===== src/rtl/discrete_gated_vco_voice.sv =====
// discrete_gated_vco_voice: one gated voice. It has a square LFO, a two-rate VCO,
// a slewed ADSR-style envelope, a one-pole high-pass and asymmetric output shaping.
// All state advances only on the audio_clk_en sample strobe.
// Ports:
//   clk, I_RSTn (async active-low), audio_clk_en (sample strobe),
//   gate (voice enable), busy (FSM not IDLE), env_out (envelope), out (audio).
// Build option: DISCRETE_VOICE_SATURATE_EN clamps the shaped output to W bits.
// Without it, the shaped output wraps in two's complement.
module discrete_gated_vco_voice #(
    parameter int W            = 16,
    parameter int PHASE_BITS   = 24,
    parameter int ENV_LEVEL    = 6826,
    parameter int ATTACK_STEP  = 64,
    parameter int RELEASE_STEP = 16,
    parameter int LFO_HALF     = 1200,
    parameter int VCO_INC_HI   = 139810,
    parameter int VCO_INC_LO   = 69905,
    parameter int HP_SHIFT     = 6
) (
    input  logic                clk,
    input  logic                I_RSTn,
    input  logic                audio_clk_en,
    input  logic                gate,
    output logic                busy,
    output logic signed [W-1:0] env_out,
    output logic signed [W-1:0] out
);

    localparam int XW = W + 2;
    localparam int CW = (LFO_HALF > 1) ? $clog2(LFO_HALF) : 1;

    localparam logic [W-1:0] K_LEVEL = W'(ENV_LEVEL);
    localparam logic [W-1:0] K_ATK   = W'(ATTACK_STEP);
    localparam logic [W-1:0] K_REL   = W'(RELEASE_STEP);

    localparam logic [CW-1:0] K_CNT_LAST = CW'(LFO_HALF - 1);

    localparam logic [PHASE_BITS-1:0] K_INC_HI = PHASE_BITS'(VCO_INC_HI);
    localparam logic [PHASE_BITS-1:0] K_INC_LO = PHASE_BITS'(VCO_INC_LO);

    typedef enum logic [1:0] {
        S_IDLE,
        S_ATTACK,
        S_SUSTAIN,
        S_RELEASE
    } state_t;

    state_t r_state;
    state_t w_state_nxt;
    state_t w_st_att;
    state_t w_st_rel;

    logic r_busy;
    logic w_busy_nxt;
    logic w_restart;

    logic [W-1:0] r_env;
    logic [W-1:0] w_env_nxt;
    logic [W-1:0] w_env_up;
    logic [W-1:0] w_env_att;
    logic [W-1:0] w_env_rel;

    logic [CW-1:0]         r_lfo_cnt;
    logic                  r_lfo;
    logic [PHASE_BITS-1:0] r_phase;
    logic                  w_vco_sq;

    logic [W-1:0]         r_voice;
    logic signed [XW-1:0] r_lp;
    logic signed [XW-1:0] r_hp;
    logic signed [XW-1:0] w_diff;
    logic signed [XW-1:0] w_lp_nxt;
    logic signed [W-1:0]  r_out;
    logic signed [W-1:0]  w_out_nxt;

    // Envelope candidates. The envelope never exceeds ENV_LEVEL < 2^(W-1),
    // so unsigned W-bit arithmetic cannot overflow here.
    assign w_env_up  = r_env + K_ATK;
    assign w_env_att = (w_env_up >= K_LEVEL) ? K_LEVEL : w_env_up;
    assign w_env_rel = (r_env > K_REL) ? (r_env - K_REL) : '0;

    // The state entered on this strobe follows from where the envelope lands.
    assign w_st_att = (w_env_att == K_LEVEL) ? S_SUSTAIN : S_ATTACK;
    assign w_st_rel = (w_env_rel == '0) ? S_IDLE : S_RELEASE;

    always_ff @(posedge clk or negedge I_RSTn) begin
        if (!I_RSTn) begin
            r_state <= S_IDLE;
            r_busy  <= 1'b0;
        end else if (audio_clk_en) begin
            r_state <= w_state_nxt;
            r_busy  <= w_busy_nxt;
        end
    end

    always_comb begin
        w_state_nxt = r_state;
        unique case (r_state)
            S_IDLE:    w_state_nxt = gate ? w_st_att : S_IDLE;
            S_ATTACK:  w_state_nxt = gate ? w_st_att : w_st_rel;
            S_SUSTAIN: w_state_nxt = gate ? w_st_att : w_st_rel;
            S_RELEASE: w_state_nxt = gate ? w_st_att : w_st_rel;
        endcase
    end

    // The envelope takes the action of the state being entered. A retrigger
    // therefore climbs on the same tick, and a gate drop falls on the same tick.
    always_comb begin
        w_env_nxt  = '0;
        w_busy_nxt = (w_state_nxt != S_IDLE);
        w_restart  = (r_state == S_IDLE) && gate;
        unique case (w_state_nxt)
            S_IDLE:    w_env_nxt = '0;
            S_ATTACK:  w_env_nxt = w_env_att;
            S_SUSTAIN: w_env_nxt = w_env_att;
            S_RELEASE: w_env_nxt = w_env_rel;
        endcase
    end

    assign w_vco_sq = r_phase[PHASE_BITS-1];

    // The high-pass output is the input minus its one-pole low-pass.
    assign w_diff   = $signed({2'b00, r_voice}) - r_lp;
    assign w_lp_nxt = r_lp + (w_diff >>> HP_SHIFT);

    function automatic logic signed [XW-1:0] f_shape(
        input logic signed [XW-1:0] y
    );
        if (y > 0) begin
            return y + (y >>> 1);
        end
        return (y >>> 1) + (y >>> 2);
    endfunction

`ifdef DISCRETE_VOICE_SATURATE_EN
    localparam logic signed [XW-1:0] K_MAX = XW'((2 ** (W - 1)) - 1);
    localparam logic signed [XW-1:0] K_MIN = ~K_MAX;

    logic signed [XW-1:0] w_shp;

    assign w_shp = f_shape(r_hp);

    always_comb begin
        w_out_nxt = w_shp[W-1:0];
        if (w_shp > K_MAX) begin
            w_out_nxt = K_MAX[W-1:0];
        end else if (w_shp < K_MIN) begin
            w_out_nxt = K_MIN[W-1:0];
        end
    end
`else
    assign w_out_nxt = W'(f_shape(r_hp));
`endif

    always_ff @(posedge clk or negedge I_RSTn) begin
        if (!I_RSTn) begin
            r_env     <= '0;
            r_lfo_cnt <= '0;
            r_lfo     <= 1'b1;
            r_phase   <= '0;
            r_voice   <= '0;
            r_lp      <= '0;
            r_hp      <= '0;
            r_out     <= '0;
        end else if (audio_clk_en) begin
            r_env <= w_env_nxt;
            if (w_restart) begin
                r_lfo_cnt <= '0;
                r_lfo     <= 1'b1;
                r_phase   <= '0;
            end else begin
                r_phase <= r_phase + (r_lfo ? K_INC_HI : K_INC_LO);
                if (r_state != S_IDLE) begin
                    if (r_lfo_cnt == K_CNT_LAST) begin
                        r_lfo_cnt <= '0;
                        r_lfo     <= ~r_lfo;
                    end else begin
                        r_lfo_cnt <= r_lfo_cnt + CW'(1);
                    end
                end
            end
            r_voice <= w_vco_sq ? r_env : '0;
            r_lp    <= w_lp_nxt;
            r_hp    <= w_diff;
            r_out   <= w_out_nxt;
        end
    end

    assign busy    = r_busy;
    assign env_out = r_env;
    assign out     = r_out;

endmodule


===== config.mk =====
export PLATFORM = sky130hd
export DESIGN_NAME = discrete_gated_vco_voice
export DESIGN_NICKNAME = d
export VERILOG_FILES = /design/src/rtl/discrete_gated_vco_voice.sv
export SDC_FILE = /design/constraint.sdc
export NUM_CORES = 1
export LEC_CHECK = 0
export ABC_AREA = 0
export CAP_MARGIN = 15
export CORE_ASPECT_RATIO = 1.5
export CORE_MARGIN = 3
export CORE_UTILIZATION = 25
export CTS_CLUSTER_SIZE = 24
export DETAILED_ROUTE_END_ITERATION = 6
export PLACE_DENSITY_LB_ADDON = 0.08
export SLEW_MARGIN = 20
export SYNTH_ARGS = -nofsm -noshare
export SYNTH_HDL_FRONTEND = slang
export SYNTH_SLANG_ARGS = --single-unit

===== constraint.sdc =====
create_clock -name clk -period 5.73 [get_ports clk]
set_input_delay 1.146 -clock clk [delete_from_list [all_inputs] [get_ports clk]]
set_output_delay 1.146 -clock clk [all_outputs]
set_load 0.02 [all_outputs]

# Yosys cells after proc, flatten, opt, wreduce, memory -nomap -nowiden
# Cells that the tools add are included.
# Widths: inputs -> output; s select.
dict set report word_totals {
  in_bits 4
  out_inout_bits 33
  elab_cells 62
  ff_bits 123
}
dict set report classes {
  magnitude_cmp 3
  eq_ne 8
  mux 20
  add_sub_neg 8
  bitwise 1
  n_reduce_logical 12
}
# cell n
set op_table {}
lappend op_table {{$mux 16} 5}
lappend op_table {{$pmux 16 s3} 1}
lappend op_table {{$mux 11} 3}
lappend op_table {{$add 16x16->16} 2}
lappend op_table {{$add 24x18->24} 1}
lappend op_table {{$mux 24} 1}
lappend op_table {{$add 18x12->18} 1}
lappend op_table {{$gt 18x1->1 const B} 1}
lappend op_table {{$mux 18} 1}
lappend op_table {{$sub 17x18->18} 1}
lappend op_table {{$add 16x7->16 const B} 1}
lappend op_table {{$eq 16x13->1 const B} 1}
lappend op_table {{$ge 16x13->1 const B} 1}
lappend op_table {{$gt 16x5->1 const B} 1}
lappend op_table {{$logic_not 16->1} 1}
lappend op_table {{$sub 16x5->16 const B} 1}
lappend op_table {{$add 11x1->11 const B} 1}
lappend op_table {{$eq 11x11->1 const B} 1}
lappend op_table {{$eq 2x2->1 const B} 4}
lappend op_table {{$mux 2} 4}
lappend op_table {{$reduce_bool 2->1} 4}
lappend op_table {{$eq 2x1->1 const B} 2}
lappend op_table {{$logic_not 2->1} 2}
lappend op_table {{$mux 1} 4}
lappend op_table {{7 further kinds} 7}

# Logic depth before layout (Yosys ltp)
dict set report logic_depth {
  word_depth 10
  ltp_mapped 20
  depth_no_buf 20
}

# Worst setup path before layout
# OpenSTA, ideal clock, no wires.
dict set report synth_timing {
  kind {register to register}
  from {register r_hp[8]}
  to {register r_out[15], in the netlist out[15]}
  t_arrival_ns 3.985
  required_ns 5.605
  path_buffers 1
  path_stages_with_launch 15
  period_less_slack_ns 4.110
  path_slack_ns 1.620
  path_cell_list {dfrtp_1 -> nor4_1 -> nand4_1 -> o41ai_1 -> clkbuf_1 -> mux2_2 -> ha_1 -> a21o_1 -> a311o_1 -> a31oi_2 -> o31ai_1 -> or4_1 -> a31oi_1 -> xnor2_1 -> mux2_2}
}
dict set report synth_via {
  elab_chain_len 3
  elab_cells_between_ends 6
  classes_between {2 x add/sub; 1 x order compare; 3 x mux}
}
# element line
set synth_lines {}
lappend synth_lines {{from (decl)} 70} ;# logic signed [XW-1:0] r_hp;
lappend synth_lines {{from (signal assigned)} 184} ;# r_hp <= w_diff;
lappend synth_lines {{$add 16x16->16 or $gt 18x1->1 (tied branches)} {130, 129}}
lappend synth_lines {{$mux 16 or $mux 1 (tied branches)} 129} ;# if (y > 0) begin
lappend synth_lines {{$mux 16 *} 132} ;# return (y >>> 1) + (y >>> 2);
lappend synth_lines {{to (signal assigned)} 185} ;# r_out <= w_out_nxt;
lappend synth_lines {{to (decl)} 73} ;# logic signed [W-1:0] r_out;
# Every way passes the cells marked *; elsewhere a longest branch is shown, timed or not. The select of a mux whose other input is x is not followed.
# A chain may end at the register's enable or synchronous reset.

# Worst setup path in the final report
dict set report layout_timing {
  from {register r_lp[2]}
  to {register r_lp[17]}
}
dict set report layout_via {
  elab_chain_len 2
}
# element line
set layout_lines {}
lappend layout_lines {{from (decl)} 69} ;# logic signed [XW-1:0] r_lp;
lappend layout_lines {{from (signal assigned)} 183} ;# r_lp <= w_lp_nxt;
lappend layout_lines {{$sub 17x18->18} 123} ;# assign w_diff = $signed({2'b00, r_voice}) - r_lp;
lappend layout_lines {{via w_diff[14]} 71} ;# logic signed [XW-1:0] w_diff;
lappend layout_lines {{$add 18x12->18} 124} ;# assign w_lp_nxt = r_lp + (w_diff >>> HP_SHIFT);
# The timed path passes the listed nets, and every way through them passes these cells.

==> results.json <==
{
  "htree_levels": 4,
  "grt_pass1_wl_um": 41200,
  "drtPass1Iterations": 7,
  "syn_nets": 1031,
  "path_class": "flop to flop",
  "yosys_register_bits": 123,
  "worst-endpoint-arrival_ns": 5.21,
  "synth_seq_area_share": 0.359,
  "core.rowCount": 82,
  "clock-sinks": 123,
  "gp_congestion": 0.767,
  "syn_to_final_growth_pct": 16.1,
  "cp-startpoint": "r_lp[2]",
  "cts_resized": 0,
  "cp_max_fo": 5,
  "power_density_nw_per_um2": 633,
  "cp.required_ns": 6.09,
  "chipWidth_um": 157,
  "finalNetCount": 1058,
  "routed_wl_um": 25100,
  "clk_pin_slew_ns": 0.06,
  "ios": 37,
  "die_area_um2": 36700,
  "grt_usage": 0.143,
  "cts_setup_buffers": 0,
  "cts_buffer_depth": 2,
  "tightest_slew_ns": 1.08,
  "worstSetupEndpointType": "flop",
  "synth_commonest_cells": "dfrtp_1 (122), o21ai_0 (86), ha_1 (66), nand2_1 (66), inv_1 (65)",
  "grt-ovfl-total": 0,
  "drive_above_1_share": 0.0933,
  "grt_pass1_vias": 7407,
  "core_area_um2": 33700,
  "peakVddDrop_mv": 0.232,
  "start_util": 0.255,
  "worstHoldStart": "r_phase[8]",
  "fin_cells": 1417,
  "ant_nets": 0,
  "relSlewSlack": 0.270,
  "grt_max_degree": 87,
  "slew_viol_final": 0,
  "synth_area_leaders": "dfrtp_1 (36%), ha_1 (9.6%), mux2_2 (5.2%), o21ai_0 (5.0%), xnor2_1 (3.6%)",
  "drv_cap": 0,
  "io_buffers": 36,
  "post-route-min-period_ns": 4.85,
  "die_h_um": 233,
  "skew_ns": 0.00981,
  "synthFlopType": "dfrtp_1",
  "cts_root_buf": "clkbuf_16",
  "cts_hold_buf": 0,
  "antenna_found_initial": 0,
  "avgSynthCellArea_um2": 8.97,
  "drc": 0,
  "async_reset_ff_frac": 1.00,
  "yosysMostFrequentCell": "dfrtp_1",
  "dp.cells": 1385,
  "worstReg2RegStart": "r_lp[2]",
  "cp-start-kind": "flop",
  "rsz0062_at_grt": "false",
  "hold_violations": 0,
  "place_hpwl_um": 17500,
  "viasPerCell": 5.07,
  "cts_made_buffers": 17,
  "cts_tree": "built",
  "detail_route.iter0.violations": 441,
  "timing.fmax_ghz": 0.206,
  "min_path_type": "flop to flop",
  "finalSetupTns_ns": 0,
  "yosysTopAreaCell": "dfrtp_1",
  "diodes": 0,
  "synth_top_cell_area_share": 0.356,
  "synth_edf_count": 0,
  "insertion_delay_ns": 0.44,
  "num_vias": 7185,
  "syn-cell-area_um2": 8590,
  "power.leakage_nw": 4.21,
  "status": "completed",
  "synth_cells": 957,
  "synth.distinct_cells": 70,
  "setup_viol": 0,
  "wl_per_cell_um": 17.7,
  "period_share": 0.847,
  "ys.warnings.count": 0
}
## cell type report
cell class | instances | area [um^2]
fillers | 3613 | 23700
multi-input cells | 732 | 5120
flip-flops and latches | 123 | 3080
well taps | 420 | 526
clock buffers | 24 | 462
repair buffers | 45 | 427
inverters | 65 | 244
clock inverters | 8 | 120
## cells by family after synthesis
group / share of synthesized area
DFF: 0.359
muxes: 0.0594
adders and majority gates: 0.105
AOI/OAI and AO/OA: 0.217
and+or+nand+nor: 0.163
buffers and inverters: 0.0465
xor gates and xnor gates: 0.0500
## cells in the final DEF, fill, tap and decap left out, types with 16 or more instances in the layout
| cell | n |
|---|---|
| mux2_2 | 40 |
| nor3_1 | 25 |
| nor2_1 | 63 |
| o31ai_1 | 16 |
| clkbuf_16 | 17 |
| nand2_1 | 66 |
| o21ai_0 | 86 |
| ha_1 | 66 |
| dfrtp_1 | 122 |
| clkdlybuf4s50_1 | 34 |
| xnor2_1 | 35 |
| inv_1 | 65 |
| nand3_1 | 45 |
| a21oi_1 | 57 |
## per-layer routing
layer  GRT usage  up-vias  part of all wire
li1            -     3559                 -
met1       0.166     3477              0.42
met2       0.260      115              0.53
met3      0.0270       34             0.025
met4      0.0532        0             0.024
met5           0        -                 0
## through the flow
step | util | area (um^2) | hold WS [ns] | worst slack (ns) | total power [mW]
2_1_floorplan | - | 8590 | 0.438 | 1.62 | 4.26
3_3_place_gp | 0.279 | 9390 | 0.467 | 0.889 | 5.29
3_5_place_dp | 0.279 | 9390 | 0.479 | 0.850 | 5.25
4_1_cts | 0.296 | 9970 | 0.494 | 0.818 | 6.42
5_1_grt | 0.296 | 9970 | 0.508 | 0.479 | 6.92
6_report | 0.296 | 9970 | 0.489 | 0.877 | 6.32
## power by group
group / switching (mW) / leakage (nW) / internal (mW)
Clock: 0.414 / 0.278 / 0.693
Combinational: 1.94 / 2.40 / 1.67
Sequential: 0.395 / 1.54 / 1.20
## state kept, by name, indices dropped and copies added (netlist names)
name       flops
r_voice       16
r_lfo_cnt     11
env_out       16
out           16
r_state        2
r_lfo          1
r_hp          18
r_phase       24
busy           1
r_lp          18
## worst paths after layout
check                         endpoint  slack [ns]  cells past startpoint
max                           r_lp[17]        0.88                     18
min                         r_phase[8]        0.49                      1
max reg2reg                   r_lp[17]        0.88                     18
min reg2reg                 r_phase[8]        0.49                      1
max in group asynchronous  env_out[12]        3.90                      2
min in group asynchronous       out[4]        0.77                      1
## critical path: stages, from the launching register on
cell	delay, ns
dfrtp_1	0.37
inv_1	0.05
ha_1	0.33
nor2b_1	0.17
o31ai_1	0.37
a21oi_1	0.15
o2111ai_1	0.28
a21oi_1	0.20
o41a_1	0.42
a21oi_1	0.20
ha_1	0.31
a21oi_1	0.28
a21boi_0	0.13
a211oi_1	0.41
o22ai_1	0.17
o41ai_1	0.41
o21ai_0	0.19
xor2_1	0.16
a21oi_1	0.15
Power figures use the tool's default switching activity.
